$ cat src/rtl/bctrl_pkg.sv
// rtl/bctrl_pkg.sv - shared state encoding, framer defaults and CRC16 step function
package bctrl_pkg;

  typedef enum logic [2:0] {
    ST_IDLE,
    ST_HDR,
    ST_LEN,
    ST_PAYLOAD,
    ST_CRC,
    ST_GAP
  } state_e;

  localparam logic [15:0] HEADER_DEF     = 16'hEB90;
  localparam int          GAP_CYCLES_DEF = 8;
  localparam logic [15:0] POLY_DEF       = 16'h8005;
  localparam logic [15:0] INIT_DEF       = 16'hFFFF;

  // One non-reflected CRC16 step; also usable by the receive-side checker.
  function automatic logic [15:0] crc16_step(input logic [15:0] crc,
                                             input logic        bit_in,
                                             input logic [15:0] poly);
    logic fb;
    fb = crc[15] ^ bit_in;
    return {crc[14:0], 1'b0} ^ (fb ? poly : 16'h0000);
  endfunction

endpackage

$ cat src/rtl/bctrl_tx_framer_if.sv
// rtl/bctrl_tx_framer_if.sv - payload byte handshake between source and framer
interface bctrl_tx_framer_if;
  logic [7:0] s_byte;
  logic       s_valid;
  logic       s_ready;

  modport master (output s_byte, output s_valid, input  s_ready);
  modport slave  (input  s_byte, input  s_valid, output s_ready);
endinterface

$ cat src/rtl/bctrl_tx_framer_crc16.sv
// rtl/bctrl_tx_framer_crc16.sv - bit-serial CRC16, preset by init, cleared by reset
module crc16_serial
  import bctrl_pkg::*;
#(
  parameter logic [15:0] POLYNOMIAL = POLY_DEF,
  parameter logic [15:0] INIT_VALUE = INIT_DEF
) (
  input  logic        clk,
  input  logic        rst,
  input  logic        init,
  input  logic        bit_in,
  input  logic        bit_en,
  output logic [15:0] crc
);

  logic [15:0] crc_q, crc_d;

  always_comb begin
    crc_d = crc_q;
    if (init) begin
      crc_d = INIT_VALUE;
    end else if (bit_en) begin
      crc_d = crc16_step(crc_q, bit_in, POLYNOMIAL);
    end
  end

  always_ff @(posedge clk) begin
    if (rst) begin
      crc_q <= 16'h0000;
    end else begin
      crc_q <= crc_d;
    end
  end

  assign crc = crc_q;

endmodule

$ cat src/rtl/bctrl_tx_framer.sv
// rtl/bctrl_tx_framer.sv - serial frame transmitter: header, length, payload, CRC16, gap
module bctrl_tx_framer
  import bctrl_pkg::*;
#(
  parameter logic [15:0] HEADER     = HEADER_DEF,
  parameter int          GAP_CYCLES = GAP_CYCLES_DEF,
  parameter logic [15:0] POLYNOMIAL = POLY_DEF,
  parameter logic [15:0] INIT_VALUE = INIT_DEF
) (
  input  logic                     i_clk20m,
  input  logic                     i_rst,
  input  logic                     i_start,
  input  logic [7:0]               i_len,
  bctrl_tx_framer_if.slave         s_if,
  output logic                     o_tx_data,
  output logic                     o_tx_en,
  output logic                     o_busy,
  output logic                     o_done,
  output logic                     o_err_underrun
);

  localparam logic [15:0] GAP_LAST = 16'(GAP_CYCLES - 1);

  state_e      state_q, state_d;
  logic [15:0] shreg_q, shreg_d;
  logic [3:0]  bit_cnt_q, bit_cnt_d;
  logic [7:0]  byte_cnt_q, byte_cnt_d;
  logic [7:0]  len_q, len_d;
  logic [15:0] gap_cnt_q, gap_cnt_d;
  logic        done_q, done_d;
  logic        err_q, err_d;
  logic        crc_init, crc_en, fetch;
  logic [15:0] crc;

  crc16_serial #(
    .POLYNOMIAL (POLYNOMIAL),
    .INIT_VALUE (INIT_VALUE)
  ) u_crc (
    .clk    (i_clk20m),
    .rst    (i_rst),
    .init   (crc_init),
    .bit_in (shreg_q[15]),
    .bit_en (crc_en),
    .crc    (crc)
  );

  always_comb begin
    state_d    = state_q;
    shreg_d    = shreg_q;
    bit_cnt_d  = bit_cnt_q;
    byte_cnt_d = byte_cnt_q;
    len_d      = len_q;
    gap_cnt_d  = gap_cnt_q;
    done_d     = 1'b0;
    err_d      = 1'b0;
    crc_init   = 1'b0;
    crc_en     = (state_q == ST_PAYLOAD);
    fetch      = 1'b0;
    s_if.s_ready = 1'b0;

    case (state_q)
      ST_IDLE: begin
        if (i_start && (i_len != 8'd0)) begin
          state_d    = ST_HDR;
          shreg_d    = HEADER;
          bit_cnt_d  = 4'd15;
          byte_cnt_d = i_len;
          len_d      = i_len;
          crc_init   = 1'b1;
        end
      end
      ST_HDR: begin
        shreg_d   = {shreg_q[14:0], 1'b0};
        bit_cnt_d = bit_cnt_q - 4'd1;
        if (bit_cnt_q == 4'd0) begin
          state_d   = ST_LEN;
          shreg_d   = {len_q, 8'h00};
          bit_cnt_d = 4'd7;
        end
      end
      ST_LEN: begin
        shreg_d   = {shreg_q[14:0], 1'b0};
        bit_cnt_d = bit_cnt_q - 4'd1;
        fetch     = (bit_cnt_q == 4'd0);
      end
      ST_PAYLOAD: begin
        shreg_d   = {shreg_q[14:0], 1'b0};
        bit_cnt_d = bit_cnt_q - 4'd1;
        if (bit_cnt_q == 4'd0) begin
          if (byte_cnt_q != 8'd0) begin
            fetch = 1'b1;
          end else begin
            // CRC register already holds every payload bit; it is frozen from here.
            state_d   = ST_CRC;
            bit_cnt_d = 4'd15;
          end
        end
      end
      ST_CRC: begin
        bit_cnt_d = bit_cnt_q - 4'd1;
        if (bit_cnt_q == 4'd0) begin
          state_d   = ST_GAP;
          gap_cnt_d = GAP_LAST;
          done_d    = 1'b1;
        end
      end
      ST_GAP: begin
        if (gap_cnt_q == 16'd0) begin
          state_d = ST_IDLE;
        end else begin
          gap_cnt_d = gap_cnt_q - 16'd1;
        end
      end
      default: state_d = ST_IDLE;
    endcase

    // Next byte is requested on the last bit of the previous field.
    if (fetch) begin
      s_if.s_ready = 1'b1;
      if (s_if.s_valid) begin
        state_d    = ST_PAYLOAD;
        shreg_d    = {s_if.s_byte, 8'h00};
        bit_cnt_d  = 4'd7;
        byte_cnt_d = byte_cnt_q - 8'd1;
      end else begin
        state_d   = ST_GAP;
        gap_cnt_d = GAP_LAST;
        err_d     = 1'b1;
      end
    end
  end

  always_ff @(posedge i_clk20m) begin
    if (i_rst) begin
      state_q    <= ST_IDLE;
      shreg_q    <= 16'h0000;
      bit_cnt_q  <= 4'd0;
      byte_cnt_q <= 8'd0;
      len_q      <= 8'd0;
      gap_cnt_q  <= 16'd0;
      done_q     <= 1'b0;
      err_q      <= 1'b0;
    end else begin
      state_q    <= state_d;
      shreg_q    <= shreg_d;
      bit_cnt_q  <= bit_cnt_d;
      byte_cnt_q <= byte_cnt_d;
      len_q      <= len_d;
      gap_cnt_q  <= gap_cnt_d;
      done_q     <= done_d;
      err_q      <= err_d;
    end
  end

  assign o_tx_en        = (state_q == ST_HDR) || (state_q == ST_LEN) ||
                          (state_q == ST_PAYLOAD) || (state_q == ST_CRC);
  assign o_tx_data      = o_tx_en &&
                          ((state_q == ST_CRC) ? crc[bit_cnt_q] : shreg_q[15]);
  assign o_busy         = (state_q != ST_IDLE);
  assign o_done         = done_q;
  assign o_err_underrun = err_q;

endmodule

$ cat src/flat_wrapper.sv
// flat-port wrapper written by rule: the top's interface ports become plain ports
module bctrl_tx_framer_flat import bctrl_pkg::*;
#(
  parameter logic [15:0] HEADER     = HEADER_DEF,
  parameter int          GAP_CYCLES = GAP_CYCLES_DEF,
  parameter logic [15:0] POLYNOMIAL = POLY_DEF,
  parameter logic [15:0] INIT_VALUE = INIT_DEF
)
  (i_clk20m, i_rst, i_start, i_len, o_tx_data, o_tx_en, o_busy, o_done, o_err_underrun, s_if_s_byte, s_if_s_valid, s_if_s_ready);
  bctrl_tx_framer_if s_if_i ();
  input  logic i_clk20m;
  input  logic i_rst;
  input  logic i_start;
  input  logic [7:0] i_len;
  output logic o_tx_data;
  output logic o_tx_en;
  output logic o_busy;
  output logic o_done;
  output logic o_err_underrun;
  input wire logic [$bits(s_if_i.s_byte)-1:0] s_if_s_byte;
  input wire logic [$bits(s_if_i.s_valid)-1:0] s_if_s_valid;
  output wire logic [$bits(s_if_i.s_ready)-1:0] s_if_s_ready;
  assign s_if_i.s_byte = s_if_s_byte;
  assign s_if_i.s_valid = s_if_s_valid;
  assign s_if_s_ready = s_if_i.s_ready;
  bctrl_tx_framer #(.HEADER(HEADER), .GAP_CYCLES(GAP_CYCLES), .POLYNOMIAL(POLYNOMIAL), .INIT_VALUE(INIT_VALUE)) u_core (.i_clk20m(i_clk20m), .i_rst(i_rst), .i_start(i_start), .i_len(i_len), .s_if(s_if_i), .o_tx_data(o_tx_data), .o_tx_en(o_tx_en), .o_busy(o_busy), .o_done(o_done), .o_err_underrun(o_err_underrun));
endmodule
$ cat config.mk
export PLATFORM = sky130hd
export DESIGN_NAME = bctrl_tx_framer_flat
export DESIGN_NICKNAME = d
export VERILOG_FILES = /design/src/rtl/bctrl_pkg.sv /design/src/rtl/bctrl_tx_framer_if.sv /design/src/rtl/bctrl_tx_framer_crc16.sv /design/src/rtl/bctrl_tx_framer.sv /design/src/flat_wrapper.sv
export SDC_FILE = /design/constraint.sdc
export NUM_CORES = 1
export LEC_CHECK = 0
export CAP_MARGIN = 30
export CELL_PAD_IN_SITES_DETAIL_PLACEMENT = 1
export CELL_PAD_IN_SITES_GLOBAL_PLACEMENT = 1
export CORE_MARGIN = 5
export CORE_UTILIZATION = 49
export CTS_BUF_LIST = sky130_fd_sc_hd__clkbuf_16
export DETAILED_ROUTE_END_ITERATION = 8
export DONT_BUFFER_PORTS = 1
export PLACE_DENSITY = 0.84
export SYNTH_ARGS = -nofsm -noshare
export SYNTH_HDL_FRONTEND = slang
export SYNTH_HIERARCHICAL = 1
export SYNTH_SLANG_ARGS = --single-unit
export TNS_END_PERCENT = 20
$ cat constraint.sdc
create_clock -name i_clk20m -period 3.11 [get_ports i_clk20m]
set_clock_uncertainty 0.05 [all_clocks]
set_input_delay 0.311 -clock i_clk20m [delete_from_list [all_inputs] [get_ports i_clk20m]]
set_output_delay 0.311 -clock i_clk20m [all_outputs]
set_load 0.03 [all_outputs]
# After elaboration in Yosys (flattened, before gate mapping)
# Cells that the tools add are included.
[totals]
reg_bits = 73
inputBits = 20
out_inout_bits = 6
wordCells = 91
[classes]
n_addsub = 3
n_lt_le_gt_ge = 1
n_eq_ne = 12
mux = 44
bitwise = 4
n_reduce_logical = 18
[ops]
columns = ["op", "count"]
rows = [
  ["two-way mux 16 bit", 11],
  ["one-hot mux 16 bit (3 select lines)", 1],
  ["two-way mux 8 bit", 4],
  ["one-hot mux 16 bit (2 select lines)", 1],
  ["two-way mux 3 bit", 8],
  ["two-way mux 4 bit", 6],
  ["one-hot mux 3 bit (6 select lines)", 1],
  ["logical NOT 16 bit", 1],
  ["one-hot mux 4 bit (4 select lines)", 1],
  ["nonzero test 8 bit", 2],
  ["subtractor 16 x 1 -> 16 bit (second input constant)", 1],
  ["XOR 16 bit", 1],
  ["inequality test 3 x 1 -> 1 bit (second input constant)", 4],
  ["two-way mux 1 bit", 9],
  ["OR reduction 2 bit", 4],
  ["subtractor 8 x 1 -> 8 bit (second input constant)", 1],
  ["AND reduction 7 bit", 1],
  ["== test 3 x 2 -> 1 bit (second input constant)", 2],
  ["== test 3 bit (second input constant)", 2],
  ["inequality test 3 bit (second input constant)", 2],
  ["less-than comparator 4 x 5 -> 1 bit (second input constant)", 1],
  ["binary-select mux 1 bit (select 4 bit)", 1],
  ["logical NOT 4 bit", 1],
  ["subtractor 4 x 1 -> 4 bit (second input constant)", 1],
  ["11 further kinds", 15],
]

# Logic depth before layout (Yosys ltp)
# Gate-level depths: netlist of run 1.
[depth]
ltp_word = 6
ltp_mapped = 10
depth_no_buf = 7

# By module
# The synthesis of run 1 kept the hierarchy.
[by_module_without_submodules]
columns = ["mod", "n_inst", "cells_per_inst", "area_per_inst_um2"]
rows = [
  ["bctrl_tx_framer", 1, 378, 3274.4],
  ["crc16_serial", 1, 62, 648.1],
]

# Worst setup path before layout of run 1
# Ideal clock, no wire load.
[synth_timing]
path_kind = "reg2reg"
start = "reg u_core.byte_cnt_q[0]"
end = "reg u_core.byte_cnt_q[0]"
setup_time_ns = 0.132
arrival_ns = 2.254
t_required_ns = 2.928
setup_slack_ns = 0.673
stages_incl_launch_ff = 11
n_path_buf = 3
cell_sequence = "dfxtp_1 > inv_1 > ha_1 > or4b_4 > or4_4 > buf_6 > and3_4 > buf_6 > buf_8 > mux2i_1 > a21oi_1"
[synth_via]
elab_chain_cells = 5
elab_cells_between_ends = 9
classes_between = "add/sub (1); mux (7); reduce/logical (1)"
[synth_lines]
columns = ["element", "line_no", "source"]
rows = [
  ["start, declared", "bctrl_tx_framer.sv:27", "logic [7:0] byte_cnt_q, byte_cnt_d;"],
  ["start signal, assigned", "bctrl_tx_framer.sv:147", "byte_cnt_q <= byte_cnt_d;"],
  ["branches (longest 4 deep; another with subtractor 8 x 1 -> 8 bit)", "-", ""],
  ["two-way mux 8 bit (*)", "bctrl_tx_framer.sv:118", "if (fetch) begin"],
]
# Every way passes the cells marked *.
# A chain may end at the register's enable or synchronous reset.

# Worst setup path in the final report of run 1
[layout_timing]
start = "reg u_core.byte_cnt_q[0]"
end = "reg u_core.bit_cnt_q[3]"
[layout_via]
elab_chain_cells = 6
elab_cells_between_ends = 9
classes_between = "mux (8); reduce/logical (1)"
[layout_lines]
columns = ["element", "line_no", "source"]
rows = [
  ["nonzero test 8 bit (*)", "bctrl_tx_framer.sv:90", "if (byte_cnt_q != 8'd0) begin"],
  ["two-way mux 4 bit", "bctrl_tx_framer.sv:90", ""],
  ["two-way mux 4 bit", "bctrl_tx_framer.sv:89", "if (bit_cnt_q == 4'd0) begin"],
  ["one-hot mux 4 bit (4 select lines)", "bctrl_tx_framer.sv:61", "case (state_q)"],
  ["two-way mux 4 bit", "bctrl_tx_framer.sv:120", "if (s_if.s_valid) begin"],
  ["two-way mux 4 bit (*)", "bctrl_tx_framer.sv:118", ""],
  ["end signal, assigned", "bctrl_tx_framer.sv:146", "bit_cnt_q <= bit_cnt_d;"],
  ["end, declared", "bctrl_tx_framer.sv:26", "logic [3:0] bit_cnt_q, bit_cnt_d;"],
]
# Mark *: on every way between the ends. The rest lies on a longest branch, timed or not.

==> results of run 1 <==
## sequential cells by signal, summed over array words and instances, names as in the netlist
name and cells:
u_core/u_crc/crc 16, u_core/o_err_underrun 1, u_core/gap_cnt_q 16, u_core/shreg_q 16, u_core/state_q 3, u_core/byte_cnt_q 8
u_core/bit_cnt_q 4, u_core/o_done 1, u_core/len_q 8
## what timing repair did
action	4_1_cts	5_1_grt
hold buffers	3	1
hold endpoints to repair	33	1
buffers inserted	0	0
## cells in the final DEF, fill, tap and decap left out, types with 6 or more instances in the layout
cell type,synthesis,final
dfxtp_1,73,73
a21oi_1,42,42
nand2_1,32,32
nor2_1,31,30
o21ai_0,17,17
mux2i_1,15,15
inv_1,12,13
nand3_1,13,13
buf_4,1,12
a311oi_1,11,11
nand3b_1,11,11
nand2b_1,10,10
clkbuf_16,0,9
nor3_1,9,9
nor2b_1,9,9
a31oi_1,9,9
a222oi_1,8,8
nor4_1,6,6
o41ai_2,6,6
## metrics by stage
step / hold WS, ps / area, µm²
floorplan: 330 / 3920
global placement: 335 / 3950
detailed placement: 333 / 3960
CTS: 0.518 / 4300
global route: 3.78 / 4310
finish: 15.3 / 4310
## layer usage
| metal | global-route usage (%) | vias up | routed length (µm) |
|---|---|---|---|
| met5 | 0 | - | 0 |
| met4 | 9.03 | 0 | 212 |
| met3 | 4.21 | 18 | 561 |
| met2 | 40.5 | 69 | 5830 |
| met1 | 29.7 | 1801 | 4950 |
| li1 | - | 1660 | - |
## kinds of logic after synthesis
| logic type | after synthesis | synth area share (%) |
|---|---|---|
| compound gates | 133 | 24.4 |
| xor+xnor | 3 | 0.670 |
| buf+inv | 44 | 6.06 |
| simple gates | 162 | 23.3 |
| flops | 73 | 37.3 |
| fa+ha+maj | 4 | 1.28 |
| mux | 21 | 6.99 |
## power breakdown
| part | switching, mW | internal [mW] |
|---|---|---|
| Sequential | 0.300 | 1.19 |
| Clock | 0.417 | 0.621 |
| Combinational | 1.30 | 0.825 |
| Total | 2.02 | 2.64 |
## worst max-delay path: cells and delay by family, from the launching register on
kind	cells	cell delay (ps)
simple gates	4	1730
buf+inv	1	80
flops	1	330
fa+ha+maj	1	210
compound gates	1	200
## how the worst max path moves through the flow
stage	start	endpoint	slack (ps)	depth (start not counted)
5_1_grt	u_core/byte_cnt_q[0]	u_core/shreg_q[7]	310	7
6_report	u_core/byte_cnt_q[0]	u_core/bit_cnt_q[3]	430	7
3_5_place_dp	u_core/byte_cnt_q[0]	u_core/bit_cnt_q[3]	470	7
4_1_cts	u_core/byte_cnt_q[0]	s_if_s_ready	430	5
2_1_floorplan	u_core/byte_cnt_q[0]	u_core/byte_cnt_q[0]	670	10
3_3_place_gp	u_core/byte_cnt_q[0]	u_core/bit_cnt_q[3]	540	7
## cell type report
type	count	share of cell area [%]
clock inverters	7	1.66
flip-flops and latches	73	33.9
clock buffers	9	5.23
repair buffers	18	3.49
inverters	12	1.05
multi-input cells	323	51.7
well taps	102	2.96
==> run summary, run 1 <==
via density per instance -> 6.52
crit share post-route -> 86.1%
final hold viol count -> 0
crit-path max cell delay -> 550 ps
DR DRC count -> 0
reg2reg path depth -> 7
EDFF count, synth -> 0
CP Max Fanout -> 9
Final HPWL DP -> 7700 µm
area growth from synthesis to layout -> 9.79%
1st-pass router iterations -> 4
ys async rst share -> 0%
total gr overflow -> 0
filler instances -> 896
crit path launch type -> flip-flop
Slowest cell on crit path -> or4_4
largest area contributor in the netlist -> dfxtp_1
CP cell instances -> inv_1 -> ha_1 -> or4b_4 -> or4_4 -> nand3_1 -> nand2b_1 -> a21oi_1
final setup fails -> 0
largest net degree at the start of global routing -> 34
H-tree levels -> 3
LEAKAGE -> 1.47 nW
top cell type's share of synthesized area -> 37.3%
pwr dens -> 1080 mW/mm²
Worst-Skew Late Latency -> 340 ps
Multi-input gate area -> 0.00223 mm²
final worst setup slack -> 434 ps
YS warnings -> 6
CTS Sinks -> 73
Overall Global Routing Usage -> 23.7%
Final Power -> 4.66 mW
via count -> 3548
die area -> 0.00989 mm²
reg2reg start -> u_core/byte_cnt_q[0]
layout cells sized above 1 -> 13.8%
CTS Buffer Depth -> 2
Avg WL per Cell -> 21.2 µm
root buffer cell -> clkbuf_16
initial antenna violation count -> 0
Post-Synthesis Cells -> 440
most frequent cell after synthesis -> dfxtp_1
Die X -> 99.5 µm
CTS Buf Count -> 9
Inst Count DP -> 524
Layout Nets -> 461
Placer Congestion -> 0.777
unrepaired setup endpoints after global routing -> false
CTS tree -> built
syn_nets -> 464
Hold Path Sink -> u_core/len_q[2]
CP Data Required Time -> 3320 ps
core area -> 0.00777 mm²
Max-Cap Viols -> 0
setup TNS -> 0 ps
final non-filler cell total -> 544
Crit. End Element -> flip-flop
synth top area cells -> dfxtp_1, a21oi_1, mux2i_1
# resized after CTS -> 0
Post-synth top cells -> dfxtp_1, a21oi_1, nand2_1
Worst R2R Setup Slack -> 430 ps
synth unique cells -> 73
CTS clk-pin slew, worst paths -> 60 ps
Total Wirelength -> 11600 µm
FF/Latch Area -> 0.00146 mm²
fmax -> 374 MHz
row cnt -> 32
die height -> 99.5 µm
Starting Density -> 50.5%
Slew HR -> 56.7%
min Tclk post-route -> 2680 ps
first-pass GRT wire length -> 18700 µm
Top Ports -> 26
VDD IR-drop max -> 0.434 mV
1st-iter DRT viols -> 190
Seq/Total Area, Yosys -> 37.3%
Synth Flop Type -> dfxtp_1
status -> finished clean
fin util -> 55.4%
number of diodes -> 0
count of final max-slew check failures -> 0
Slew @ Worst Pin -> 647 ps
Syn Std Cell Area -> 0.00392 mm²
worst reg2reg endpoint -> u_core/bit_cnt_q[3]
I/O Buffers -> 0
Hold Path Origin -> i_rst
Worst Hold Depth -> 1
flops & latches, synth -> 73
CP Data Arrival Time -> 2890 ps
post-route ant nets -> 0
Hold Path Class -> input pin to flip-flop
crit path kind -> flip-flop to flip-flop
Avg Cell Area, Syn -> 8.91 µm²
vias in the first global route -> 3617
dpl ws -> 471 ps
(Power assumes the default switching activity.)
==> run 2, diff against run 1 <==
--- a/config.mk
+++ b/config.mk
@@ -9,13 +9,12 @@
 export CELL_PAD_IN_SITES_DETAIL_PLACEMENT = 1
 export CELL_PAD_IN_SITES_GLOBAL_PLACEMENT = 1
 export CORE_MARGIN = 5
-export CORE_UTILIZATION = 49
+export CORE_UTILIZATION = 48
 export CTS_BUF_LIST = sky130_fd_sc_hd__clkbuf_16
 export DETAILED_ROUTE_END_ITERATION = 8
 export DONT_BUFFER_PORTS = 1
-export PLACE_DENSITY = 0.84
+export PLACE_DENSITY = 0.83
 export SYNTH_ARGS = -nofsm -noshare
 export SYNTH_HDL_FRONTEND = slang
-export SYNTH_HIERARCHICAL = 1
 export SYNTH_SLANG_ARGS = --single-unit
 export TNS_END_PERCENT = 20
==> run 2 against run 1 <==
Clock power up 7%. Critical path depth down 1. Via count down 2.2%. First-iteration DRC count down 19%. Maximum frequency up 1.6%. Sequential share of layout area up 1.1 points. Largest power group is now sequential cells. Critical path type is now flip-flop to primary output. Count of clock-buffer cells in the layout unchanged. Power down 13%.
==> run summary, run 2 <==
fmax -> 380 MHz
Worst-Skew Late Latency -> 340 ps
setup TNS -> 0 ps
Final HPWL DP -> 7820 µm
via density per instance -> 6.30
Top Ports -> 26
# resized after CTS -> 0
number of diodes -> 0
min Tclk post-route -> 2630 ps
row cnt -> 32
layout cells sized above 1 -> 12.2%
YS warnings -> 0
Avg WL per Cell -> 20.6 µm
core area -> 0.00765 mm²
area growth from synthesis to layout -> 11.6%
most frequent cell after synthesis -> dfxtp_1
I/O Buffers -> 0
pwr dens -> 967 mW/mm²
Total Wirelength -> 11300 µm
CTS clk-pin slew, worst paths -> 60 ps
count of final max-slew check failures -> 0
CP Max Fanout -> 12
crit path kind -> flip-flop to primary output
root buffer cell -> clkbuf_16
Final Power -> 4.03 mW
crit path launch type -> flip-flop
Synth Flop Type -> dfxtp_1
Slowest cell on crit path -> nor2_1
total gr overflow -> 0
first-pass GRT wire length -> 18700 µm
Overall Global Routing Usage -> 24.1%
Post-CTS Setup Bufs -> 0
DR DRC count -> 0
Crit. End Element -> primary output
LEAKAGE -> 1.49 nW
VDD IR-drop max -> 0.455 mV
Max-Cap Viols -> 0
die height -> 98.2 µm
Starting Density -> 48.8%
Hold Path Class -> input pin to flip-flop
CP Data Required Time -> 2750 ps
ys async rst share -> 0%
synth unique cells -> 69
filler instances -> 935
Seq/Total Area, Yosys -> 39.1%
CTS Buf Count -> 9
CP Data Arrival Time -> 2270 ps
commonest non-fill, non-tap cell in the layout -> dfxtp_1
largest net degree at the start of global routing -> 37
Post-Synthesis Cells -> 447
CTS tree -> built
1st-iter DRT viols -> 153
fin util -> 54.5%
Avg Cell Area, Syn -> 8.36 µm²
Buf/Inv on CP -> 1
CP cell instances -> nor2_1 -> nand2_1 -> a311oi_1 -> a22oi_1 -> o21ai_0 -> buf_4
final hold viol count -> 0
CTS Buffer Depth -> 2
die area -> 0.00965 mm²
Die X -> 98.2 µm
H-tree levels -> 3
1st-pass router iterations -> 4
via count -> 3470
crit-path leading delay family -> simple AND/OR/NAND/NOR gates
Syn Std Cell Area -> 0.00373 mm²
Placer Congestion -> 0.870
final setup fails -> 0
top cell type's share of synthesized area -> 39.1%
crit-path max cell delay -> 580 ps
Layout Nets -> 468
crit share post-route -> 84.7%
status -> finished clean
vias in the first global route -> 3653
unrepaired setup endpoints after global routing -> false
initial antenna violation count -> 0
synth top area cells -> dfxtp_1, nand2_1, a21oi_1
Slew @ Worst Pin -> 798 ps
post-route ant nets -> 0
CTS Sinks -> 73
commonest non-fill, non-tap cells in the layout -> dfxtp_1, nand2_1, a21oi_1
Slew HR -> 46.8%
syn_nets -> 471
EDFF count, synth -> 0
flops & latches, synth -> 73
Post-synth top cells -> dfxtp_1, nand2_1, a21oi_1
largest area contributor in the netlist -> dfxtp_1
==> run 2: final cells by class <==
cell class              count  area, µm²  area share [%]
repair buffers             14        123            2.94
flip-flops and latches     73       1460            35.1
well taps                 102        128            3.06
multi-input cells         335       2100            50.3
clock inverters             7       93.8            2.25
clock buffers               9        225            5.40
inverters                  11       41.3           0.990
==> run 2: worst paths after layout <==
path | start | end | slack [ps] | cells after the start
min reg2reg | u_core.shreg_q[0] | u_core.shreg_q[0] | 390 | 2
min | i_rst | u_core.o_err_underrun | 30 | 1
max reg2reg | u_core.byte_cnt_q[0] | u_core.shreg_q[14] | 590 | 7
max | u_core.state_q[0] | o_tx_data | 480 | 6
==> run 2: cells by family after synthesis <==
family | after synthesis | share of synthesized area [%]
XOR/XNOR | 9 | 2.11
flip-flops | 73 | 39.1
adder cells (fa/ha/maj) | 4 | 1.34
AND/OR/NAND/NOR | 175 | 24.5
multiplexers | 12 | 3.42
AO/OA/AOI/OAI | 135 | 24.7
buffers and inverters | 39 | 4.82
==> run 2: metal layers <==
layer | routed length, µm | global-route usage (%)
met1 | 4930 | 29.9
met2 | 5360 | 38.7
met3 | 768 | 8.07
met4 | 282 | 9.14
met5 | 0 | 0
==> run 2: per-stage QoR <==
stage | cells | hold slack [ps] | area [µm²] | worst slack (ps)
after floorplan | 447 | 360 | 3730 | 857
after global placement | 531 | 339 | 3800 | 832
after detailed placement | 532 | 342 | 3810 | 664
after CTS | 551 | 15.3 | 4170 | 496
after global routing | 551 | 10.5 | 4170 | 335
final | 551 | 33.1 | 4170 | 476
==> run 2: repair_timing <==
item	in CTS	in global routing
hold endpoints to repair	36	0
hold buffers	3	0
setup endpoints to repair	0	0
==> run 2: power by group <==
group          total [mW]  internal, mW  switching [mW]
Combinational        1.46         0.552           0.911
Clock                1.11         0.702           0.409
Sequential           1.46          1.16           0.299
Total                4.03          2.41            1.62
